**src/rtl/csr_trap_unit.sv**
```systemverilog
// Machine-mode CSR file and trap sequencer: CSRRW/S/C[I], synchronous exceptions,
// timer/external interrupts, MRET, and the 64-bit mcycle/minstret counters.
module csr_trap_unit #(
    parameter logic [31:0] MTVEC_RESET = 32'h0000_0000,
    parameter logic [31:0] MISA_VALUE  = 32'h4000_0100,
    parameter logic [31:0] HART_ID     = 32'd0
) (
    input  logic        clk,
    input  logic        rst,
    input  logic        instr_valid,
    input  logic [31:0] pc,
    input  logic [1:0]  csr_op,
    input  logic        csr_source,
    input  logic [11:0] csr_addr,
    input  logic [4:0]  rs1_uimm,
    input  logic [31:0] rs1_data,
    input  logic        exc_request,
    input  logic [31:0] exc_cause,
    input  logic [31:0] exc_tval,
    input  logic        is_mret,
    input  logic        irq_timer,
    input  logic        irq_ext,
    output logic [31:0] csr_rdata,
    output logic        illegal_csr,
    output logic        trap_taken,
    output logic [31:0] trap_pc,
    output logic        mret_taken,
    output logic [31:0] mepc_out
);

    typedef enum logic [1:0] {
        CSR_NONE  = 2'd0,
        CSR_WRITE = 2'd1,
        CSR_SET   = 2'd2,
        CSR_CLEAR = 2'd3
    } csr_op_e;

    localparam logic [11:0] ADDR_MSTATUS   = 12'h300;
    localparam logic [11:0] ADDR_MISA      = 12'h301;
    localparam logic [11:0] ADDR_MIE       = 12'h304;
    localparam logic [11:0] ADDR_MTVEC     = 12'h305;
    localparam logic [11:0] ADDR_MSCRATCH  = 12'h340;
    localparam logic [11:0] ADDR_MEPC      = 12'h341;
    localparam logic [11:0] ADDR_MCAUSE    = 12'h342;
    localparam logic [11:0] ADDR_MTVAL     = 12'h343;
    localparam logic [11:0] ADDR_MIP       = 12'h344;
    localparam logic [11:0] ADDR_MCYCLE    = 12'hB00;
    localparam logic [11:0] ADDR_MINSTRET  = 12'hB02;
    localparam logic [11:0] ADDR_MCYCLEH   = 12'hB80;
    localparam logic [11:0] ADDR_MINSTRETH = 12'hB82;
    localparam logic [11:0] ADDR_CYCLE     = 12'hC00;
    localparam logic [11:0] ADDR_INSTRET   = 12'hC02;
    localparam logic [11:0] ADDR_CYCLEH    = 12'hC80;
    localparam logic [11:0] ADDR_INSTRETH  = 12'hC82;
    localparam logic [11:0] ADDR_MHARTID   = 12'hF14;

    localparam logic [31:0] CAUSE_ILLEGAL   = 32'd2;
    localparam logic [31:0] CAUSE_IRQ_EXT   = 32'h8000_000B;
    localparam logic [31:0] CAUSE_IRQ_TIMER = 32'h8000_0007;

    logic        status_mie;
    logic        status_mpie;
    logic        mie_meie;
    logic        mie_mtie;
    logic [31:0] mtvec;
    logic [31:0] mscratch;
    logic [31:0] mepc;
    logic [31:0] mcause;
    logic [31:0] mtval;
    logic [63:0] mcycle;
    logic [63:0] minstret;

    csr_op_e     op;
    logic [31:0] src;
    logic [31:0] old_val;
    logic [31:0] new_val;
    logic [31:0] mstatus_val;
    logic [31:0] mie_val;
    logic [31:0] mip_val;
    logic        implemented;
    logic        csr_active;
    logic        write_suppressed;
    logic        wants_write;
    logic        illegal;
    logic        exc;
    logic        ext_pend;
    logic        timer_pend;
    logic        irq;
    logic        trap;
    logic        mret;
    logic        do_write;
    logic        retire;
    logic [31:0] trap_cause;
    logic [31:0] trap_tval;
    logic [63:0] mcycle_next;
    logic [63:0] minstret_next;

    assign op          = csr_op_e'(csr_op);
    assign src         = csr_source ? {27'b0, rs1_uimm} : rs1_data;
    assign mstatus_val = {19'b0, 2'b11, 3'b0, status_mpie, 3'b0, status_mie, 3'b0};
    assign mie_val     = {20'b0, mie_meie, 3'b0, mie_mtie, 7'b0};
    assign mip_val     = {20'b0, irq_ext, 3'b0, irq_timer, 7'b0};

    // NOTE: every combinational output gets a default before the case, so no latch is inferred.
    always_comb begin
        old_val     = 32'h0;
        implemented = 1'b1;
        case (csr_addr)
            ADDR_MSTATUS:                  old_val = mstatus_val;
            ADDR_MISA:                     old_val = MISA_VALUE;
            ADDR_MIE:                      old_val = mie_val;
            ADDR_MTVEC:                    old_val = mtvec;
            ADDR_MSCRATCH:                 old_val = mscratch;
            ADDR_MEPC:                     old_val = mepc;
            ADDR_MCAUSE:                   old_val = mcause;
            ADDR_MTVAL:                    old_val = mtval;
            ADDR_MIP:                      old_val = mip_val;
            ADDR_MCYCLE, ADDR_CYCLE:       old_val = mcycle[31:0];
            ADDR_MCYCLEH, ADDR_CYCLEH:     old_val = mcycle[63:32];
            ADDR_MINSTRET, ADDR_INSTRET:   old_val = minstret[31:0];
            ADDR_MINSTRETH, ADDR_INSTRETH: old_val = minstret[63:32];
            ADDR_MHARTID:                  old_val = HART_ID;
            default:                       implemented = 1'b0;
        endcase
    end

    always_comb begin
        new_val = src;
        case (op)
            CSR_SET:   new_val = old_val | src;
            CSR_CLEAR: new_val = old_val & ~src;
            default:   new_val = src;
        endcase
    end

    // Set/clear with a zero rs1 index or uimm is a pure read, which keeps read-only counters legal.
    assign csr_active       = instr_valid && (op != CSR_NONE);
    assign write_suppressed = ((op == CSR_SET) || (op == CSR_CLEAR)) && (rs1_uimm == 5'd0);
    assign wants_write      = csr_active && !write_suppressed;
    assign illegal          = csr_active &&
                              (!implemented || ((csr_addr[11:10] == 2'b11) && wants_write));

    assign exc        = instr_valid && (exc_request || illegal);
    assign ext_pend   = mie_meie & irq_ext;
    assign timer_pend = mie_mtie & irq_timer;
    assign irq        = instr_valid && status_mie && (ext_pend || timer_pend) && !exc;
    assign trap       = exc || irq;
    assign mret       = instr_valid && is_mret && !trap;
    assign do_write   = wants_write && !trap && !mret;
    assign retire     = instr_valid && !trap;

    always_comb begin
        trap_cause = ext_pend ? CAUSE_IRQ_EXT : CAUSE_IRQ_TIMER;
        trap_tval  = 32'h0;
        if (exc_request) begin
            trap_cause = exc_cause;
            trap_tval  = exc_tval;
        end else if (illegal) begin
            trap_cause = CAUSE_ILLEGAL;
        end
    end

    // An explicit write to either counter half replaces that cycle's increment.
    always_comb begin
        mcycle_next   = mcycle + 64'd1;
        minstret_next = retire ? minstret + 64'd1 : minstret;
        if (do_write) begin
            case (csr_addr)
                ADDR_MCYCLE:    mcycle_next   = {mcycle[63:32], new_val};
                ADDR_MCYCLEH:   mcycle_next   = {new_val, mcycle[31:0]};
                ADDR_MINSTRET:  minstret_next = {minstret[63:32], new_val};
                ADDR_MINSTRETH: minstret_next = {new_val, minstret[31:0]};
                default: ;
            endcase
        end
    end

    // NOTE: state registers use non-blocking assignments so every register samples pre-edge values.
    always_ff @(posedge clk) begin
        if (rst) begin
            status_mie  <= 1'b0;
            status_mpie <= 1'b0;
            mie_meie    <= 1'b0;
            mie_mtie    <= 1'b0;
            mtvec       <= {MTVEC_RESET[31:2], 2'b00};
            mscratch    <= 32'h0;
            mepc        <= 32'h0;
            mcause      <= 32'h0;
            mtval       <= 32'h0;
            mcycle      <= 64'h0;
            minstret    <= 64'h0;
        end else begin
            mcycle   <= mcycle_next;
            minstret <= minstret_next;
            if (trap) begin
                mepc        <= pc & ~32'h3;
                mcause      <= trap_cause;
                mtval       <= trap_tval;
                status_mpie <= status_mie;
                status_mie  <= 1'b0;
            end else if (mret) begin
                status_mie  <= status_mpie;
                status_mpie <= 1'b1;
            end else if (do_write) begin
                case (csr_addr)
                    ADDR_MSTATUS: begin
                        status_mie  <= new_val[3];
                        status_mpie <= new_val[7];
                    end
                    ADDR_MIE: begin
                        mie_meie <= new_val[11];
                        mie_mtie <= new_val[7];
                    end
                    ADDR_MTVEC:    mtvec    <= new_val & ~32'h3;
                    ADDR_MSCRATCH: mscratch <= new_val;
                    ADDR_MEPC:     mepc     <= new_val & ~32'h3;
                    ADDR_MCAUSE:   mcause   <= new_val;
                    ADDR_MTVAL:    mtval    <= new_val;
                    default: ;
                endcase
            end
        end
    end

    assign csr_rdata   = rst ? 32'h0 : old_val;
    assign illegal_csr = !rst && illegal;
    assign trap_taken  = !rst && trap;
    assign trap_pc     = rst ? 32'h0 : mtvec;
    assign mret_taken  = !rst && mret;
    assign mepc_out    = rst ? 32'h0 : mepc;

endmodule
```
**config.mk**
```make
export PLATFORM = sky130hd
export DESIGN_NAME = csr_trap_unit
export DESIGN_NICKNAME = d
export VERILOG_FILES = /design/src/rtl/csr_trap_unit.sv
export SDC_FILE = /design/constraint.sdc
export NUM_CORES = 1
export LEC_CHECK = 0
export ABC_AREA = 0
export CAP_MARGIN = 25
export CORE_ASPECT_RATIO = 1.2
export CORE_MARGIN = 2
export CORE_UTILIZATION = 35
export CTS_CLUSTER_DIAMETER = 150
export DETAILED_ROUTE_END_ITERATION = 6
export PLACE_DENSITY = 0.66
export SLEW_MARGIN = 20
export SYNTH_ARGS = -nofsm -noshare
export SYNTH_HDL_FRONTEND = slang
export SYNTH_SLANG_ARGS = --single-unit
```
**constraint.sdc**
```tcl
create_clock -name clk -period 4 [get_ports clk]
set_clock_uncertainty 0.05 [all_clocks]
set_input_delay 0.6 -clock clk [delete_from_list [all_inputs] [get_ports clk]]
set_output_delay 0.6 -clock clk [all_outputs]
set_load 0.05 [all_outputs]
```
* After elaboration in Yosys (flattened, before gate mapping) *
Index checks and enable logic that the tools add are counted.

cells by class
  multiplexer cells = 35
  eq/ne operators = 26
  shift operators = 0
  multipliers = 0
  magnitude comparators = 0
  add/sub/neg operators = 2
  bitwise gates (word level) = 7
  divide/modulo/power cells = 0
  reductions and logical operators = 52

operators with widths
  kind                                                   number
  two-way mux 32 bit                                     19
  case mux 32 bit (13 select lines)                      1
  case mux 64 bit (2 select lines)                       2
  two-way mux 64 bit                                     3
  adder 64 x 1 -> 64 bit, second input constant          2
  equality test 12 x 10 -> 1 bit, second input constant  9
  equality test 12 bit, second input constant            9
  case mux 32 bit (2 select lines)                       1
  bitwise AND 32 bit                                     1
  inverter 32 bit                                        1
  OR 32 bit                                              1
  OR reduction 18 bit                                    1
  logical AND 1 bit                                      17
  nonzero test 2 bit                                     7
  AND reduction 4 bit                                    3
  inequality test 2 bit, second input constant           5
  OR reduction 2 bit                                     5
  AND reduction 3 bit                                    3
  two-way mux 1 bit                                      8
  equality test 2 bit, second input constant             3
  logical NOT 1 bit                                      6
  nonzero test 3 bit                                     2
  logical NOT 5 bit                                      1
  logical OR 1 bit                                       5
  4 further kinds                                        7

word-level totals
  bits in writable memories = 0
  bits in registers = 288
  input port bits = 155
  memories = 0
  output and inout port bits = 99
  ROM bits = 0
  latch bits = 0

* Logic depth before layout (Yosys ltp) *
  word-level depth = 20
  depth in mapped cells = 12
  gate-level depth less buffers = 9

* Least setup slack after synthesis *
Ideal clock, no wire load.

  path type = input-to-output
  start = in csr_addr[5]
  end = out csr_rdata[7]
  data required time = 3.350 ns
  arrival = 3.129 ns
  buffers on the path = 4
  slack = 0.221 ns
  stages = 8
  path through = buf_2 -> or4b_1 -> buf_2 -> a2111oi_1 -> buf_2 -> buf_4 -> a22oi_1 -> a31oi_1

on the way
  longest elaborated chain between the ends = 4

ends and longest elaborated chain
  element                                       line  source
  from (decl)                                   14    input logic [11:0] csr_addr,
  equality test 12 bit                          108   case (csr_addr)
  OR reduction 2 bit, on equally long branches  -
  case mux 32 bit (13 select lines) *           108
  two-way mux 32 bit *                          225   assign csr_rdata = rst ? 32'h0 : old_val;
  to (decl)                                     23    output logic [31:0] csr_rdata,

Mark *: on every way between the ends. The rest lies on a longest branch, timed or not.

* Worst setup path after layout *
  start = in csr_addr[5]
  end = out csr_rdata[8]

Same word-level chain as after synthesis.

==> flow_metrics.tcl <==
set metrics [dict create \
    status "finished, violations left" \
    violations "negative setup slack" \
    cts_tree "yes" \
    fmax_mhz 249 \
    cts_root_buffer "clkbuf_16" \
    die_w_um 212 \
    final_layout_size_suffix_gt1_frac 0.189 \
    syn_inst 2442 \
    area.growth.synth_to_final_pct 39.8 \
    routed.top_layer "met4" \
    wl_met3_um 10500 \
    vias_per_cell 6.28 \
    synth.largest_area_cell "dfxtp_1" \
    htree_levels 2 \
    hold_path.class "flop to flop" \
    cts_made_buffers 35 \
    gp_congestion 1.08 \
    synthTopCellsByArea "dfxtp_1 32%, nand2_1 7.1%, nor2_1 5.2%" \
    worst_ep_arrival_time_ns 3.37 \
    synthArstFlopShare 0 \
    synth_common_cells "342 x nand2_1, 288 x dfxtp_1, 250 x nor2_1" \
    multiInputGateArea_um2 11500 \
    worstReg2RegStart "minstret[13]$_SDFFE_PP0P_" \
    cts.clk_slew.worst_paths_ns 0.06 \
    finalPower_uw 7390 \
    crit_type "primary input to output pin" \
    grt_pass1_vias 21200 \
    io_buffers 247 \
    rr_worst_depth 7 \
    slew_viol_final 0 \
    cts_buffer_depth 3 \
    synth_warnings 0 \
    drtAntennaViolNets 0 \
    r2r_end "minstret[35]$_SDFFE_PP0P_" \
    grt_pass1_wl_um 150000 \
    vias 22500 \
    dieArea_um2 53700 \
    wl_per_cell_um 30.0 \
    synth-seq-cells 288 \
    drt-met1-wl_um 38300 \
    tightest_slew_ns 0.925 \
    routed_wl_um 107000 \
    fin_ws_ns -0.0234 \
    cp.required_ns 3.35 \
    antenna_cells 0 \
    drtIter0Drc 2902 \
    drv_cap 0 \
    post_synth.cell_area_avg_um2 7.43 \
    grt_start_max_net_pins 69 \
    critical_path.endpoint_type "output pin" \
    syn_area_um2 18100 \
    p_leak_uw 0.00892 \
    hpwl_um 82400 \
    clock-sinks 288 \
    start_util 0.353 \
    finalNetCount 3012 \
    track_usage 0.392 \
    startpoint_type "primary input" \
    power_density_nw_per_um2 291 \
    slew_headroom 0.379 \
    core-area_um2 51400 \
    dr.pass1.iters 7 \
    hold_path_depth 2 \
    holdPathEnd "mscratch[13]$_SDFFE_PP0P_" \
    fp-row-count 91 \
    antenna_found_initial 4 \
    synthDistinctLibCells 96 \
    ir_drop_mv 0.212 \
    final.period_utilization 1.01 \
    drc 0 \
    finish.utilization 0.494 \
    r2r_slack_ns 0.89 \
    clock_latency_ns 0.56 \
    wl_met2_um 47300 \
    regArea_um2 5770 \
    synth_ff_type "dfxtp_1" \
    finalHoldViolCount 0 \
    final.min_clock_period_ns 4.02 \
    yosysMostFrequentCell "nand2_1" \
    ios 254 \
    setup_viol 2 \
    synth_edf_count 0 \
    die_height_um 253 \
    min_from "mscratch[13]$_SDFFE_PP0P_" \
    yosysSeqAreaShare 0.318 \
    filler_cell_count 5018 \
    postCtsSetupRepairBufs 0 \
    gr-total-overflow 0 \
    worstPathMaxFanout 7 \
    netlist.area_leader.share 0.318 \
]
==> power breakdown <==
part | internal (uW) | switching, uW | total, uW
Clock | 1960 | 1350 | 3310
Sequential | 2930 | 70.6 | 3000
Combinational | 434 | 648 | 1080
==> cells by family (layout without fill, tap and decap cells) <==
logic type	count (synthesis)	count (layout)	share of synthesized area
DFF	288	288	0.318
buffers and inverters	239	673	0.0557
other	1	4	0.000207
muxes	74	74	0.0533
adders and majority gates	2	2	0.00138
and+or+nand+nor	1066	1066	0.290
AOI/OAI and AO/OA	772	772	0.281
==> repair_timing <==
item | in CTS | in global routing
gates resized for setup | 0 | 21
setup endpoints to repair | 1 | 23
pin swaps | 0 | 2
hold buffers | 0 | 0
==> flip-flops by register name, indices dropped and copies added, names as in the netlist <==
register and flops:
mcycle 64, minstret 64, mcause 32, mscratch 32, mtval 32, mepc 30, mtvec 30, mie_meie 1
mie_mtie 1, status_mie 1, status_mpie 1
==> routing by layer <==
layer	up-vias	GRT usage
met2	1541	0.612
met4	0	0.343
met3	419	0.0788
met5	-	0
li1	9878	-
met1	10600	0.457
==> worst max-delay path by stage <==
stage / start / end / slack, ns / cells past startpoint
detailed placement: csr_addr[2] / mcycle[38]$_SDFFE_PP0P_ / -0.01 / 14
floorplan: csr_addr[5] / csr_rdata[7] / 0.22 / 8
global route: csr_addr[3] / csr_rdata[7] / -0.008 / 11
finish: csr_addr[5] / csr_rdata[8] / -0.02 / 10
global placement: csr_addr[9] / csr_rdata[0] / -0.11 / 8
CTS: csr_addr[4] / csr_rdata[30] / -0.004 / 10
==> worst max-delay path, cell delays in order <==
cell             delay [ns]
clkdlybuf4s50_1        0.61
buf_4                  0.17
nor4_2                 0.05
buf_4                  0.19
buf_4                  0.18
a22oi_1                0.56
o21ai_0                0.21
a211oi_1               0.47
nor2_1                 0.14
buf_12                 0.19
==> cell usage in the layout (no fill, tap or decap), drive strengths merged, types with 15 or more instances in the layout <==
| cell | count |
|---|---|
| a211oi | 28 |
| a21oi | 183 |
| a221oi | 21 |
| a222oi | 15 |
| a22oi | 72 |
| a31oi | 70 |
| a32oi | 15 |
| and2 | 21 |
| and3 | 32 |
| buf | 379 |
| clkbuf | 48 |
| clkdlybuf4s50 | 205 |
| dfxtp | 288 |
| inv | 27 |
| mux2i | 46 |
| mux4 | 17 |
| nand2 | 342 |
| nand2b | 31 |
| nand3 | 89 |
| nand4 | 32 |
| nor2 | 250 |
| nor2b | 67 |
| nor3 | 79 |
| nor4 | 30 |
| o211ai | 23 |
| o21a | 16 |
| o21ai | 194 |
| o22ai | 25 |
| or3 | 20 |
| or4 | 15 |
==> stage by stage <==
| step | TNS [ns] | cell area [um2] | hold WS (ns) | cells | worst slack (ns) |
|---|---|---|---|---|---|
| after floorplan | 0 | 18100 | 0.379 | 2445 | 0.221 |
| after global placement | -0.114 | 24100 | 0.386 | 3514 | -0.113 |
| after detailed placement | -0.0223 | 24100 | 0.395 | 3515 | -0.0147 |
| after CTS | -0.00375 | 25200 | 0.403 | 3576 | -0.00375 |
| after global routing | -0.00768 | 25300 | 0.423 | 3576 | -0.00768 |
| final | -0.0258 | 25300 | 0.401 | 3576 | -0.0234 |
==> area by class of cell <==
| type | instances | area share |
|---|---|---|
| Timing Repair Buffer | 588 | 0.235 |
| Multi-Input combinational cell | 1918 | 0.454 |
| Clock buffer | 48 | 0.0396 |
| Inverter | 24 | 0.00355 |
| Sequential cell | 288 | 0.227 |
| Clock inverter | 13 | 0.00622 |
| Tap cell | 697 | 0.0344 |
Note: power is estimated with default switching activity, not from simulation.
